**config.mk**
```make
export PLATFORM = sky130hd
export DESIGN_NAME = qcore_ctrl_pipe
export DESIGN_NICKNAME = d
export VERILOG_FILES = /design/src/rtl/qcore_ctrl_pipe_pkg.sv /design/src/rtl/qcore_pipe_stage.sv /design/src/rtl/qcore_ctrl_pipe.sv
export SDC_FILE = /design/constraint.sdc
export NUM_CORES = 1
export LEC_CHECK = 0
export BUFFER_PORTS_ARGS = -buffer_cell sky130_fd_sc_hd__buf_2
export CORE_ASPECT_RATIO = 0.7
export CORE_MARGIN = 2
export CORE_UTILIZATION = 40
export CTS_CLUSTER_DIAMETER = 80
export DETAILED_ROUTE_END_ITERATION = 8
export PLACE_DENSITY_LB_ADDON = 0.25
export SYNTH_ARGS = -nofsm -noshare
export SYNTH_HDL_FRONTEND = slang
export SYNTH_HIERARCHICAL = 1
export SYNTH_SLANG_ARGS = --single-unit
```
**constraint.sdc**
```tcl
create_clock -name clk_i -period 0.8 [get_ports clk_i]
set_input_delay 0.2 -clock clk_i [delete_from_list [all_inputs] [get_ports clk_i]]
set_output_delay 0.2 -clock clk_i [all_outputs]
set_load 0.05 [all_outputs]
```
**src/rtl/qcore_ctrl_pipe_pkg.sv**
```systemverilog
// -----------------------------------------------------------------------------
// qcore_ctrl_pipe_pkg
// Shared QICK core pipeline definitions: the per-stage control word
// (CTRL_REG), the all-zero BUBBLE word, and the control FSM state
// encoding (PIPE_ST).
// -----------------------------------------------------------------------------
package qcore_ctrl_pipe_pkg;

   // Decoded control that travels with an instruction down the pipeline.
   typedef struct packed {
      logic [7:0] addr;       // destination / memory address
      logic       we;         // register file write enable
      logic       r_wave_we;  // wave register write enable
      logic [3:0] alu_op;     // ALU operation selector
      logic [4:0] dst;        // destination register index
   } CTRL_REG;

   // An empty slot: every enable is zero, so nothing downstream commits.
   localparam CTRL_REG BUBBLE = '0;

   typedef enum logic [1:0] {
      RUN      = 2'd0,
      STALL_RD = 2'd1,
      STALL_ID = 2'd2,
      HALT     = 2'd3
   } PIPE_ST;

   // Stage order: 0 = RD, 1 = X1, 2 = X2, 3 = WR
   localparam int NUM_STAGES = 4;
   localparam int ST_RD      = 0;
   localparam int ST_X1      = 1;
   localparam int ST_X2      = 2;
   localparam int ST_WR      = 3;

endpackage

```
**src/rtl/qcore_pipe_stage.sv**
```systemverilog
// -----------------------------------------------------------------------------
// qcore_pipe_stage
// One pipeline register holding a CTRL_REG control word.
//
// Ports:
//   clk_i   in   clock, rising edge
//   rst_i   in   asynchronous active-high reset, loads BUBBLE
//   hold_i  in   keep the current contents (wins over kill_i)
//   kill_i  in   load BUBBLE instead of d_i
//   d_i     in   control word from the previous stage
//   q_o     out  registered control word
// -----------------------------------------------------------------------------
module qcore_pipe_stage
   import qcore_ctrl_pipe_pkg::*;
(
   input  logic    clk_i,
   input  logic    rst_i,
   input  logic    hold_i,
   input  logic    kill_i,
   input  CTRL_REG d_i,
   output CTRL_REG q_o
);

   CTRL_REG stage_q;
   CTRL_REG stage_d;

   always_comb begin
      stage_d = stage_q;
      if (!hold_i) begin
         stage_d = kill_i ? BUBBLE : d_i;
      end
   end

   always_ff @(posedge clk_i or posedge rst_i) begin
      if (rst_i) begin
         stage_q <= BUBBLE;
      end else begin
         stage_q <= stage_d;
      end
   end

   assign q_o = stage_q;

endmodule

```
**src/rtl/qcore_ctrl_pipe.sv**
```systemverilog
// -----------------------------------------------------------------------------
// qcore_ctrl_pipe
// Control-word pipeline RD -> X1 -> X2 -> WR for the QICK core, with halt,
// flush (taken jump) and hazard bubble handling plus optional statistics.
//
// Build option: define QICK_PIPE_STATS_EN to build the stall/bubble
// counters; otherwise stall_cnt_o/bubble_cnt_o are tied to zero.
//
// Ports:
//   clk_i          in   clock, rising edge
//   rst_i          in   asynchronous active-high reset
//   halt_i         in   freeze the whole pipeline
//   flush_i        in   taken jump, kills RD and X1 contents
//   id_reg_i       in   decoded control of the ID instruction
//   id_valid_i     in   id_reg_i holds a real instruction
//   bubble_id_i    in   hazard: bubble into RD
//   bubble_rd_i    in   hazard: hold RD, bubble into X1
//   rd_reg_o..wr_reg_o out  stage control words
//   id_stall_o     out  fetch/decode must hold its instruction
//   state_o        out  registered FSM state (PIPE_ST)
//   stall_cnt_o    out  saturating count of stall cycles (not halt)
//   bubble_cnt_o   out  saturating count of hazard bubble insertions
// -----------------------------------------------------------------------------
module qcore_ctrl_pipe
   import qcore_ctrl_pipe_pkg::*;
#(
   parameter int CNT_W = 16
) (
   input  logic             clk_i,
   input  logic             rst_i,
   input  logic             halt_i,
   input  logic             flush_i,
   input  CTRL_REG          id_reg_i,
   input  logic             id_valid_i,
   input  logic             bubble_id_i,
   input  logic             bubble_rd_i,
   output CTRL_REG          rd_reg_o,
   output CTRL_REG          x1_reg_o,
   output CTRL_REG          x2_reg_o,
   output CTRL_REG          wr_reg_o,
   output logic             id_stall_o,
   output logic [1:0]       state_o,
   output logic [CNT_W-1:0] stall_cnt_o,
   output logic [CNT_W-1:0] bubble_cnt_o
);

   PIPE_ST                  state_q;
   PIPE_ST                  state_d;
   logic [NUM_STAGES-1:0]   stage_hold;
   logic [NUM_STAGES-1:0]   stage_kill;
   CTRL_REG                 stage_din  [NUM_STAGES];
   CTRL_REG                 stage_dout [NUM_STAGES];
   logic                    id_stall_raw;

   // Request decode. Only the highest-priority request acts in a cycle,
   // which also makes the HALT exit honour a same-cycle flush.
   always_comb begin
      state_d      = RUN;
      stage_hold   = '0;
      stage_kill   = '0;
      id_stall_raw = 1'b0;
      if (halt_i) begin
         state_d      = HALT;
         stage_hold   = '1;
         id_stall_raw = 1'b1;
      end else if (flush_i) begin
         state_d           = RUN;
         stage_kill[ST_RD] = 1'b1;
         stage_kill[ST_X1] = 1'b1;
      end else if (bubble_rd_i) begin
         state_d           = STALL_RD;
         stage_hold[ST_RD] = 1'b1;
         stage_kill[ST_X1] = 1'b1;
         id_stall_raw      = 1'b1;
      end else if (bubble_id_i) begin
         state_d           = STALL_ID;
         stage_kill[ST_RD] = 1'b1;
         id_stall_raw      = 1'b1;
      end
   end

   always_ff @(posedge clk_i or posedge rst_i) begin
      if (rst_i) begin
         state_q <= RUN;
      end else begin
         state_q <= state_d;
      end
   end

   // An invalid ID slot enters RD as an empty slot.
   assign stage_din[ST_RD] = id_valid_i ? id_reg_i : BUBBLE;

   genvar gi;
   generate
      for (gi = 1; gi < NUM_STAGES; gi++) begin : g_chain
         assign stage_din[gi] = stage_dout[gi-1];
      end
      for (gi = 0; gi < NUM_STAGES; gi++) begin : g_stage
         qcore_pipe_stage u_stage (
            .clk_i  (clk_i),
            .rst_i  (rst_i),
            .hold_i (stage_hold[gi]),
            .kill_i (stage_kill[gi]),
            .d_i    (stage_din[gi]),
            .q_o    (stage_dout[gi])
         );
      end
   endgenerate

   assign rd_reg_o = stage_dout[ST_RD];
   assign x1_reg_o = stage_dout[ST_X1];
   assign x2_reg_o = stage_dout[ST_X2];
   assign wr_reg_o = stage_dout[ST_WR];
   assign state_o  = state_q;

   // The stall request is combinational from the inputs, so it is masked by
   // reset directly to stay low while reset is asserted.
   assign id_stall_o = id_stall_raw & ~rst_i;

`ifdef QICK_PIPE_STATS_EN
   localparam logic [CNT_W-1:0] CNT_MAX = '1;
   localparam logic [CNT_W-1:0] CNT_ONE = CNT_W'(1);

   logic             stall_inc;
   logic             bubble_inc;
   logic [CNT_W-1:0] stall_cnt_q;
   logic [CNT_W-1:0] stall_cnt_d;
   logic [CNT_W-1:0] bubble_cnt_q;
   logic [CNT_W-1:0] bubble_cnt_d;

   // Halt cycles stall decode but are not counted as hazard stalls.
   assign stall_inc  = id_stall_raw & ~halt_i;
   // Exactly one bubble is inserted by whichever hazard request wins.
   assign bubble_inc = ~halt_i & ~flush_i & (bubble_rd_i | bubble_id_i);

   always_comb begin
      stall_cnt_d  = stall_cnt_q;
      bubble_cnt_d = bubble_cnt_q;
      if (stall_inc && (stall_cnt_q != CNT_MAX)) begin
         stall_cnt_d = stall_cnt_q + CNT_ONE;
      end
      if (bubble_inc && (bubble_cnt_q != CNT_MAX)) begin
         bubble_cnt_d = bubble_cnt_q + CNT_ONE;
      end
   end

   always_ff @(posedge clk_i or posedge rst_i) begin
      if (rst_i) begin
         stall_cnt_q  <= '0;
         bubble_cnt_q <= '0;
      end else begin
         stall_cnt_q  <= stall_cnt_d;
         bubble_cnt_q <= bubble_cnt_d;
      end
   end

   assign stall_cnt_o  = stall_cnt_q;
   assign bubble_cnt_o = bubble_cnt_q;
`else
   assign stall_cnt_o  = '0;
   assign bubble_cnt_o = '0;
`endif

endmodule
```
==> run metrics <==
post-synthesis sequential area ratio=60.30%; RSZ-0062 raised after global routing=yes; die width=111.5 µm; clk_skew=3.698 ps; htree depth=3; Cells after Synth=246; Starting Density=41.12%; CP endpoint kind=output pin; fillers=488; DP Cell Count=462; CP max FO=2; num ports=137; CP max stage delay=430 ps; vias in the first global route=2,608; failing checks=setup timing; Max VDD drop=1.551 mV; GRT Util Overall=20.47%; drt wl/cell=16.57 µm; HPWL after detailed placement=5.278 mm; clk buf depth=2; PD cells=2091 nW/µm²; critical path's slowest cell=dfrtp_2; root buf cell=clkbuf_16; Synth cell types=17; worst setup margin=-315.7 ps; Syn Area/Cell=13.16 µm²; flip-flop and latch area=2034 µm²; period utilisation layout=139.5%; Synth Warn #=6; CP Data Arrival Time=920 ps; kind of critical path=register to output pin; multi-input logic area=1117 µm²; pin count of the biggest net entering global routing=41; Final GP Congestion=0.7683; class of the worst hold path=input port to register; antenna viol nets, final=0; die area=8840 µm²; clock slew at reported path FFs=60 ps; Finished Core Util=75.68%; internal reg-to-reg setup slack=-230 ps; Antenna Cells=0; Worst-Skew Late Latency=330 ps; number of antenna violations at the first check in global routing=0; Slew Viols, Final=0; layout cell share with drive strength beyond 1=69.72%; post-route cell area=5957 µm²; CTS buffer count=9; drt via density=4.766; critical path, cell by cell=buf_6; Final setup viols=150; Final #Nets=480; grt total ovfl=0; Detailed Routing Iterations Pass 1=4; Placed Area=4075 µm²; min Tclk post-route=1116 ps; Layout Cells excl Fill=560; max-cap violation count=0; Hold Vio Cnt, Final=0; CP Buf/Inv Count=1; Port Buffer Count=104; WP data required=600 ps; DRT Wirelength=9.281 mm; Startpoint Class=register; die height=79.27 µm; status=finished, violations left; DR iter-0 viols=131; vias=2,669; Synth Cell Area=3237 µm²; FF+latch count, synth=78; CTS tree=done; core area=7871 µm²; Lkg Pwr=0.002900 µW; Max Freq=896.3 MHz; first-pass GRT wire length=14.08 mm; CTS sink cnt=78; row cnt=27; synth-to-layout area growth=84.04%; final routed DRC violation total=0; top cell family by delay on the critical path=flip-flops
-- routing by layer --
layer,global-route usage [%],routed length [µm],vias to the layer above
li1,-,-,1250
met1,28.77,4268,1318
met2,31.71,4483,90
met3,4.427,422,11
met4,7.160,107,0
met5,0,0,-
-- cell type report --
class / count / area share [%]
Multi-Input combinational cell: 151 / 18.76
Sequential cell: 78 / 34.15
Inverter: 7 / 0.7771
Timing Repair Buffer: 207 / 38.31
Clock inverter: 3 / 1.512
Clock buffer: 13 / 4.369
Tap cell: 101 / 2.121
-- path summary, 6_finish.rpt --
path / from / endpoint / cells after the start
max in group asynchronous: rst_i / g_stage[3].u_stage/q_o[3] / 5
min reg2reg: g_stage[3].u_stage/q_o[17] / g_stage[3].u_stage/q_o[17] / 2
max reg2reg: g_stage[0].u_stage/q_o[4] / g_stage[1].u_stage/q_o[4] / 4
max: g_stage[1].u_stage/q_o[18] / x1_reg_o[18] / 1
min: halt_i / state_o[1] / 3
min in group asynchronous: rst_i / state_o[1] / 4
-- state kept, by name (all words and copies together) (netlist names) --
register             cells
g_stage.u_stage/q_o     76
state_o                  2
-- kinds of logic after synthesis --
group / after synthesis / synth area share [%]
AOI/OAI and AO/OA: 81 / 21.03
buffers and inverters: 52 / 11.21
DFF: 78 / 60.30
other: 1 / 0.1159
and+or+nand+nor: 34 / 7.344
-- per-stage QoR --
stage | hold slack [ps] | setup TNS (ps) | worst slack [ps] | power (µW)
6_report | 194.8 | -29920 | -315.7 | 12450
3_5_place_dp | 244.1 | -28570 | -404.6 | 6752
3_3_place_gp | 237.9 | -28520 | -400.9 | 6732
4_1_cts | 194.6 | -27700 | -314.4 | 12260
2_1_floorplan | -58.82 | -6056 | -161.5 | 6260
5_1_grt | 201.3 | -32990 | -337.4 | 12900
-- Yosys cell counts --
| library cell | count | share of area [%] |
|---|---|---|
| buf_2 | 8 | 1.2 |
| nand2b_1 | 5 | 0.97 |
| buf_4 | 32 | 7.4 |
| o21bai_1 | 1 | 0.23 |
| a21oi_1 | 2 | 0.31 |
| nand2_1 | 4 | 0.46 |
| nor2_1 | 2 | 0.23 |
| o21ai_0 | 5 | 0.77 |
| inv_1 | 7 | 0.81 |
| a21o_1 | 1 | 0.23 |
| conb_1 | 1 | 0.12 |
| dfrtp_1 | 78 | 60 |
| buf_6 | 5 | 1.7 |
| a22o_1 | 72 | 19 |
| nor2_4 | 4 | 1.4 |
| and2_2 | 16 | 3.7 |
| and2_1 | 3 | 0.58 |
-- report_power, final --
group          switching (µW)  total, µW  internal, µW
clock network            1490       4710          3220
logic                    1900       3290          1400
registers                 238       4460          4220
-- layout by cell type, fill, tap and decap left out --
| cell | synthesis | layout |
|---|---|---|
| buf_6 | 5 | 138 |
| a22o_1 | 72 | 72 |
| dfrtp_2 | 0 | 66 |
| conb_1 | 1 | 36 |
| buf_2 | 8 | 23 |
| buf_4 | 32 | 21 |
| and2_2 | 16 | 16 |
| clkbuf_16 | 0 | 12 |
| dfrtp_1 | 78 | 12 |
| buf_12 | 0 | 11 |
| buf_8 | 0 | 10 |
| nor2_4 | 4 | 5 |
| nand2b_1 | 5 | 4 |
| o21ai_1 | 0 | 4 |
| and2_1 | 3 | 3 |
| inv_2 | 0 | 3 |
| bufinv_16 | 0 | 3 |
| a21oi_4 | 0 | 2 |
| inv_1 | 7 | 2 |
| clkbuf_1 | 0 | 2 |
| clkbuf_8 | 0 | 2 |
| nand2_2 | 0 | 2 |
| nand2_1 | 4 | 2 |
| inv_16 | 0 | 1 |
| nand2b_4 | 0 | 1 |
| o21bai_4 | 0 | 1 |
| a21o_4 | 0 | 1 |
| o21ai_0 | 5 | 1 |
| nor2_2 | 0 | 1 |
| clkinvlp_4 | 0 | 1 |
| dlygate4sd3_1 | 0 | 1 |
-- timing repair --
item | 4_1_cts | 5_1_grt
hold endpoints to repair | 2 | 0
pin swaps | 11 | 22
cloned | 0 | 4
buffers inserted | 63 | 31
resized for setup | 222 | 49
setup endpoints to repair | 122 | 231
hold buffers | 1 | 0
No activity file was read; power rests on OpenSTA's default activity.
